--- src/rtl/histo_eq_mapper.sv ---
// Histogram equalisation mapper: builds an 8-bit level LUT from the cumulative
// histogram during blanking and remaps live grey pixels through a ping-pong LUT.
module histo_eq_mapper #(
    parameter int CDF_W       = 20,
    parameter int SCALE_MUL   = 870,
    parameter int SCALE_SHIFT = 20,
    parameter int BINS        = 256
) (
    input  logic             iPclk,
    input  logic             iRST_N,
    input  logic             iFval,
    input  logic             iDval,
    input  logic [11:0]      iGrey,
    output logic [7:0]       oCdf_Addr,
    output logic             oCdf_Rd,
    input  logic [CDF_W-1:0] iCdf_Data,
    output logic [11:0]      oEq_Grey,
    output logic             oEq_Dval,
    output logic             oBusy,
    output logic             oLut_Valid
);

    localparam int PROD_W = CDF_W + 12;
    localparam logic [7:0] LAST_ADDR = 8'(BINS - 1);

    typedef enum logic [1:0] {IDLE, LOAD, DRAIN} state_t;

    state_t             state_reg;
    logic               fval_reg;
    logic               drain_reg;
    logic               bank_reg;
    logic               pending_reg;
    logic               rd_d1_reg;
    logic [7:0]         addr_d1_reg;
    logic [CDF_W-1:0]   cap_reg;
    logic               wr_en_reg;
    logic [7:0]         wr_addr_reg;
    logic [11:0]        s1_grey_reg;
    logic               s1_dval_reg;

    // Two banks of 256 levels; the bank bit is the address MSB.
    logic [7:0]         lut_mem [0:511];

    logic               fval_rise;
    logic               fval_fall;
    logic [PROD_W-1:0]  product;
    logic [PROD_W-1:0]  shifted;
    logic [7:0]         scaled;
    logic [7:0]         lut_word;

    assign fval_rise = iFval & ~fval_reg;
    assign fval_fall = ~iFval & fval_reg;
    assign product   = PROD_W'(cap_reg) * PROD_W'(SCALE_MUL);
    assign shifted   = product >> SCALE_SHIFT;
    assign scaled    = (shifted > PROD_W'(255)) ? 8'hFF : shifted[7:0];
    assign lut_word  = lut_mem[{bank_reg, s1_grey_reg[11:4]}];

    always_ff @(posedge iPclk or negedge iRST_N) begin
        if (!iRST_N) begin
            state_reg   <= IDLE;
            fval_reg    <= 1'b0;
            drain_reg   <= 1'b0;
            bank_reg    <= 1'b0;
            pending_reg <= 1'b0;
            rd_d1_reg   <= 1'b0;
            addr_d1_reg <= '0;
            cap_reg     <= '0;
            wr_en_reg   <= 1'b0;
            wr_addr_reg <= '0;
            oCdf_Addr   <= '0;
            oCdf_Rd     <= 1'b0;
            oBusy       <= 1'b0;
            oLut_Valid  <= 1'b0;
        end else begin
            fval_reg    <= iFval;
            rd_d1_reg   <= oCdf_Rd;
            addr_d1_reg <= oCdf_Addr;
            cap_reg     <= iCdf_Data;
            wr_en_reg   <= rd_d1_reg;
            wr_addr_reg <= addr_d1_reg;
            if (fval_rise && state_reg != IDLE) begin
                // Frame started before the build finished: drop it, keep the active bank.
                state_reg <= IDLE;
                oCdf_Rd   <= 1'b0;
                oBusy     <= 1'b0;
                rd_d1_reg <= 1'b0;
                wr_en_reg <= 1'b0;
            end else begin
                case (state_reg)
                    IDLE: begin
                        if (fval_rise && pending_reg) begin
                            bank_reg    <= ~bank_reg;
                            pending_reg <= 1'b0;
                            oLut_Valid  <= 1'b1;
                        end else if (fval_fall) begin
                            state_reg <= LOAD;
                            oCdf_Addr <= '0;
                            oCdf_Rd   <= 1'b1;
                            oBusy     <= 1'b1;
                        end
                    end
                    LOAD: begin
                        if (oCdf_Addr == LAST_ADDR) begin
                            state_reg <= DRAIN;
                            oCdf_Rd   <= 1'b0;
                            drain_reg <= 1'b0;
                        end else begin
                            oCdf_Addr <= oCdf_Addr + 8'd1;
                        end
                    end
                    DRAIN: begin
                        if (drain_reg) begin
                            state_reg   <= IDLE;
                            oBusy       <= 1'b0;
                            pending_reg <= 1'b1;
                        end else begin
                            drain_reg <= 1'b1;
                        end
                    end
                    default: state_reg <= IDLE;
                endcase
            end
        end
    end

    always_ff @(posedge iPclk) begin
        if (wr_en_reg)
            lut_mem[{~bank_reg, wr_addr_reg}] <= scaled;
    end

    always_ff @(posedge iPclk or negedge iRST_N) begin
        if (!iRST_N) begin
            s1_grey_reg <= '0;
            s1_dval_reg <= 1'b0;
            oEq_Grey    <= '0;
            oEq_Dval    <= 1'b0;
        end else begin
            s1_grey_reg <= iGrey;
            s1_dval_reg <= iDval;
            oEq_Dval    <= s1_dval_reg;
            if (!s1_dval_reg)
                oEq_Grey <= '0;
            else if (oLut_Valid)
                oEq_Grey <= {lut_word, lut_word[7:4]};
            else
                oEq_Grey <= s1_grey_reg;
        end
    end

endmodule

--- config.mk ---
export PLATFORM = sky130hd
export DESIGN_NAME = histo_eq_mapper
export DESIGN_NICKNAME = d
export VERILOG_FILES = /design/src/rtl/histo_eq_mapper.sv
export SDC_FILE = /design/constraint.sdc
export NUM_CORES = 2
export LEC_CHECK = 0
export BUFFER_PORTS_ARGS = -buffer_cell sky130_fd_sc_hd__buf_2
export CORE_UTILIZATION = 55
export CTS_CLUSTER_SIZE = 16
export DETAILED_ROUTE_END_ITERATION = 10
export PLACE_DENSITY = 0.67
export SLEW_MARGIN = 25
export SYNTH_ARGS = -nofsm -noshare
export SYNTH_HDL_FRONTEND = slang
export SYNTH_SLANG_ARGS = --single-unit
--- constraint.sdc ---
create_clock -name iPclk -period 37.4 [get_ports iPclk]
set_input_delay 3.74 -clock iPclk [delete_from_list [all_inputs] [get_ports iPclk]]
set_output_delay 3.74 -clock iPclk [all_outputs]
set_load 0.02 [all_outputs]
* Word-level counts from Yosys, hierarchy flattened
Memories as Yosys holds them, arrays and structs flattened.
Index checks and enable logic that the tools add are counted.
** Operators by class
- Add/sub/neg operators :: 1
- Multipliers :: 1
- Order comparisons :: 1
- Eq/ne operators :: 13
- Multiplexer cells :: 29
- Bitwise logic cells :: 6
- Reductions and logical operators :: 16
** Operator list (number)
- $mux W8 :: 4
- $mul A20 B9 Y29 const B :: 1
- $mux W12 :: 2
- $pmux W8 S2 :: 1
- $reduce_and A4 Y1 :: 4
- $mux W1 :: 12
- $ne A2 B2 Y1 const B :: 6
- $ne A3 B3 Y1 const B :: 4
- $gt A10 B8 Y1 const B :: 1
- $mux W2 :: 5
- $add A8 B1 Y8 const B :: 1
- $eq A8 B8 Y1 const B :: 1
- $pmux W1 S2 :: 4
- $reduce_bool A2 Y1 :: 4
- $pmux W2 S3 :: 1
- $reduce_and A3 Y1 :: 2
- $reduce_bool A3 Y1 :: 2
- $reduce_and A5 Y1 :: 1
- $not A1 Y1 :: 4
- $and A1 B1 Y1 :: 2
- $eq A2 B1 Y1 const B :: 1
- $eq A2 B2 Y1 const B :: 1
- $logic_and A1 B1 Y1 :: 2
- $logic_not A2 Y1 :: 1
** Word-level totals
- Bits in registers :: 81
- Bits in writable memories :: 4096
- Input bits :: 36
- Word-level logic and storage cells :: 86
- Memories :: 1
** Memories
- lut_mem :: depth 512, width 8, read ports 1, clocked after memory_dff 0, wr ports 1, RTL line 42 : logic [7:0] lut_mem [0:511];

* Depth between registers and ports, before layout
- Depth after elaboration :: 6
- Gate-level depth with buffers :: 17
- Gate-level depth less buffers :: 17

* Worst setup path after synthesis
No wires, ideal clock.
- Kind :: register to register
- From :: reg cap_reg[8]
- To :: mem lut_mem[0][0] (data pin)
- Library setup time :: 2.797 ns
- Data arrival time :: 16.628 ns
- Data required time :: 34.603 ns
- Path slack :: 17.975 ns
- Stages on the path, launching flop included :: 16
- Clock period less this slack :: 19.425 ns
- Path through :: dfrtp_1 > ha_1 > inv_1 > fa_1 > inv_1 > fa_1 > inv_1 > fa_1 > inv_1 > ha_1 > a21o_1 > a21o_1 > a22o_1 > o31ai_1 > a21boi_0 > o21bai_1
** Between the ends
- Cells in the longest elaborated chain, start to end :: 3
** RTL lines
- start, declared :: RTL line 35 : logic [CDF_W-1:0] cap_reg;
- start signal, assigned :: RTL line 78 : cap_reg <= iCdf_Data;
- $mul A20 B9 Y29 (*) :: RTL line 53 : assign product = PROD_W'(cap_reg) * PROD_W'(SCALE_MUL);
- $gt A10 B8 Y1 :: RTL line 55 : assign scaled = (shifted > PROD_W'(255)) ? 8'hFF : shifted[7:0];
- $mux W8 (*) :: RTL line 55
- net scaled[0] :: RTL line 48 : logic [7:0] scaled;
- end, declared :: RTL line 42
Mark *: on every way through the listed nets, which the timed path passes. The rest lies on a longest branch.

* Worst setup path in the final report
- From :: reg cap_reg[8]
- To :: mem lut_mem[20][0] (data pin)
Same word-level chain as after synthesis.

==> flow_metrics.py <==
metrics = {
    "run_status": {
        "status": "completed",
    },
    "floorplan": {
        "fp.dieH_um": 549,
        "std_cell_rows": 200,
        "die_width_um": 549,
        "die-area_mm2": 0.301,
        "start_util_pct": 55.3,
        "core-area_mm2": 0.297,
        "ioPinCount": 60,
    },
    "clocking": {
        "cts_setup_buffers": 0,
        "cts.htree.levels": 5,
        "cts.sinks": 4177,
        "cts-root-buf": "clkbuf_16",
        "clk_latency_ns": 0.99,
        "cts_resized": 0,
        "cts_made_buffers": 414,
        "cts_hold_buf": 0,
        "clockBufferDepth": 4,
        "cts_tree": "done",
        "cts.reportedPaths.clkPinSlew_ns": 0.06,
    },
    "synthesis": {
        "ys_warn_count": 0,
        "synthesis.area_mm2": 0.165,
        "synth.area.top_cells": "edfxtp_1, mux4_2, nor2_1, dfrtp_1, mux2i_1",
        "synth_top_area_share_pct": 74.8,
        "synth_nets": 7933,
        "syn_inst": 7768,
        "yosysTopAreaCell": "edfxtp_1",
        "synth-seq-cells": 4177,
        "ys_seq_area_share_pct": 76.0,
        "synthMostInstantiatedCell": "edfxtp_1",
        "ys_async_sr_fraction_pct": 1.94,
        "yosys-top-cells-count": "edfxtp_1, mux4_2, nor2_1",
        "ys_types": 76,
        "avgSynthCellArea_um2": 21.2,
        "synthFlopType": "edfxtp_1",
        "synth_edf_count": 4096,
    },
    "worst_setup_path": {
        "path_cells": "ha_1 -> inv_1 -> fa_1 -> inv_1 -> fa_1 -> inv_1 -> fa_1 -> inv_1 -> ha_1 -> a21o_1 -> a21o_1 -> a22o_1 -> o31ai_1 -> a21oi_1 -> a21oi_1 -> mux2i_1 -> o21bai_4 -> buf_4 -> buf_4 -> buf_4 -> buf_4",
        "cp_slowest_cell": "buf_4",
        "crit-reg2reg-launch": "cap_reg[8]",
        "r2r_cells": 21,
        "cp_max_fo": 91,
        "setup.worst_path.end_class": "flip-flop",
        "crit_start": "cap_reg[8]",
        "worstSetupEndpoint": "lut_mem[20][0]",
        "cp.arrival_ns": 9.02,
        "worst-path-buf-inv": 8,
        "crit_path_max_incr_delay_ns": 0.85,
        "cp.required_ns": 37.99,
        "cp_num_cells": 21,
        "worstReg2RegEnd": "lut_mem[20][0]",
        "cp-start-kind": "flip-flop",
        "r2r_setup_slack_ns": 28.98,
        "critical-path-top-delay-family": "buffers and inverters",
        "setup.worst_path.class": "flip-flop to flip-flop",
    },
    "route": {
        "remaining_drc_errors": 0,
        "dr.first_iter.drc_count": 10300,
        "ant_nets": 0,
        "vias": 81000,
        "drt-pass1-iter-count": 6,
        "routed_via_density": 6.60,
        "routedWlPerCell_um": 34.4,
        "routed_wl_um": 422000,
    },
    "sta": {
        "hold_viol_final": 0,
        "setup_viol": 0,
        "slew_headroom_pct": 20.6,
        "rsz0062_at_grt": "false",
        "worst_slew_pin_slew_ns": 1.18,
        "finalCritPeriodShare_pct": 22.5,
        "setup-tns-final_ns": 0,
        "drv_slew": 0,
        "fmax_mhz": 119,
        "fin_crit_ns": 8.42,
        "fin_skew_ns": 0.0721,
    },
    "global_route": {
        "grt_pass1_wl_um": 604000,
        "overflow": 0,
        "grt_usage_pct": 28.3,
        "antenna_found_initial": 14,
        "grt_max_degree": 207,
        "grt_pass1_vias": 81300,
    },
    "finish": {
        "syn_to_final_growth_pct": 11.1,
        "fin_util_pct": 61.5,
        "nNetsFinal": 8137,
        "drive_gt1_share_pct": 23.1,
        "largest_reg_flops": 4096,
    },
    "worst_hold_path": {
        "hold_path_depth": 0,
        "hold_path_class": "flip-flop to flip-flop",
    },
    "placement": {
        "io_buffers": 59,
        "post-dp-hpwl_um": 258000,
        "gp_congestion": 0.861,
    },
    "pwr": {
        "ir_drop_uv": 148,
        "powerDensity_mw_per_mm2": 72.5,
        "p_leak_nw": 62.6,
    },
    "run": {
        "max-cap-violations": 0,
    },
}
## metal layers
layer	GRT usage [%]	wire length (µm)	vias up
met4	12.1	21100	4
met3	5.00	39000	868
met2	44.7	203000	4284
li1	-	-	32700
met5	0	31	-
met1	39.3	159000	43200
## power breakdown
group	leakage [nW]	internal, W	switching [W]
Clock	6.71	0.00241	0.00181
Sequential	42.6	0.00673	0.0000345
Combinational	13.2	0.000338	0.00193
## worst register-to-register path: stages, from the launching register on
cell      delay (ns)
dfrtp_1         0.39
ha_1            0.31
inv_1           0.08
fa_1            0.49
inv_1           0.06
fa_1            0.54
inv_1           0.06
fa_1            0.48
inv_1           0.04
ha_1            0.29
a21o_1          0.19
a21o_1          0.17
a22o_1          0.20
o31ai_1         0.37
a21oi_1         0.19
a21oi_1         0.22
mux2i_1         0.62
o21bai_4        0.24
buf_4           0.46
buf_4           0.66
buf_4           0.91
buf_4           0.94
## metrics by stage
stage | power [W] | instance area (µm²) | hold WS, ns | cells | setup WS, ns
2_1_floorplan | 0.00898 | 165000 | 0.331 | 7768 | 17.98
3_3_place_gp | 0.00896 | 169000 | 0.337 | 11500 | 29.35
3_5_place_dp | 0.00910 | 169000 | 0.335 | 11500 | 29.11
4_1_cts | 0.0133 | 183000 | 0.336 | 12300 | 29.05
5_1_grt | 0.0136 | 183000 | 0.329 | 12300 | 28.57
6_report | 0.0132 | 183000 | 0.337 | 12300 | 28.98
## how the worst min path moves through the flow
stage | to | from
2_1_floorplan | wr_addr_reg[0] | addr_d1_reg[0]
3_3_place_gp | wr_addr_reg[5] | addr_d1_reg[5]
3_5_place_dp | wr_addr_reg[4] | addr_d1_reg[4]
4_1_cts | wr_addr_reg[1] | addr_d1_reg[1]
5_1_grt | wr_addr_reg[1] | addr_d1_reg[1]
6_report | wr_addr_reg[1] | addr_d1_reg[1]
## kinds of logic (layout without fill, tap and decap cells)
kind of cell,after synthesis,after routing,share of synthesized area [%]
AOI/OAI and AO/OA,531,531,2.34
buffers and inverters,552,1116,1.96
other,0,8,0
and+or+nand+nor,1125,1125,2.99
adders and majority gates,129,129,1.25
muxes,1236,1236,15.4
DFF,4177,4177,76.0
xor gates and xnor gates,18,18,0.0958
## cells in the final DEF, fill, tap and decap left out, drive strengths merged, types with 27 or more instances in the layout
cell	instances
edfxtp	4096
mux4	1017
nor2	620
clkbuf	490
buf	239
clkinv	201
mux2i	200
nand2	164
nor3	130
inv	111
dfrtp	81
o22ai	75
a22oi	75
ha	69
a21oi	67
fa	60
o21ai	58
a221oi	52
bufinv	48
a22o	42
nand3	40
a211oi	33
nor4	33
nand2b	30
clkinvlp	27
## final cells by class
class / instances / area, µm²
Sequential cell: 4177 / 125000
Fill cell: 20300 / 115000
Multi-Input combinational cell: 3039 / 36600
Clock buffer: 490 / 10800
Tap cell: 3939 / 4930
Clock inverter: 286 / 3070
Timing Repair Buffer: 239 / 1910
Inverter: 101 / 388
Antenna cell: 8 / 20.0
(Power assumes the default switching activity.)
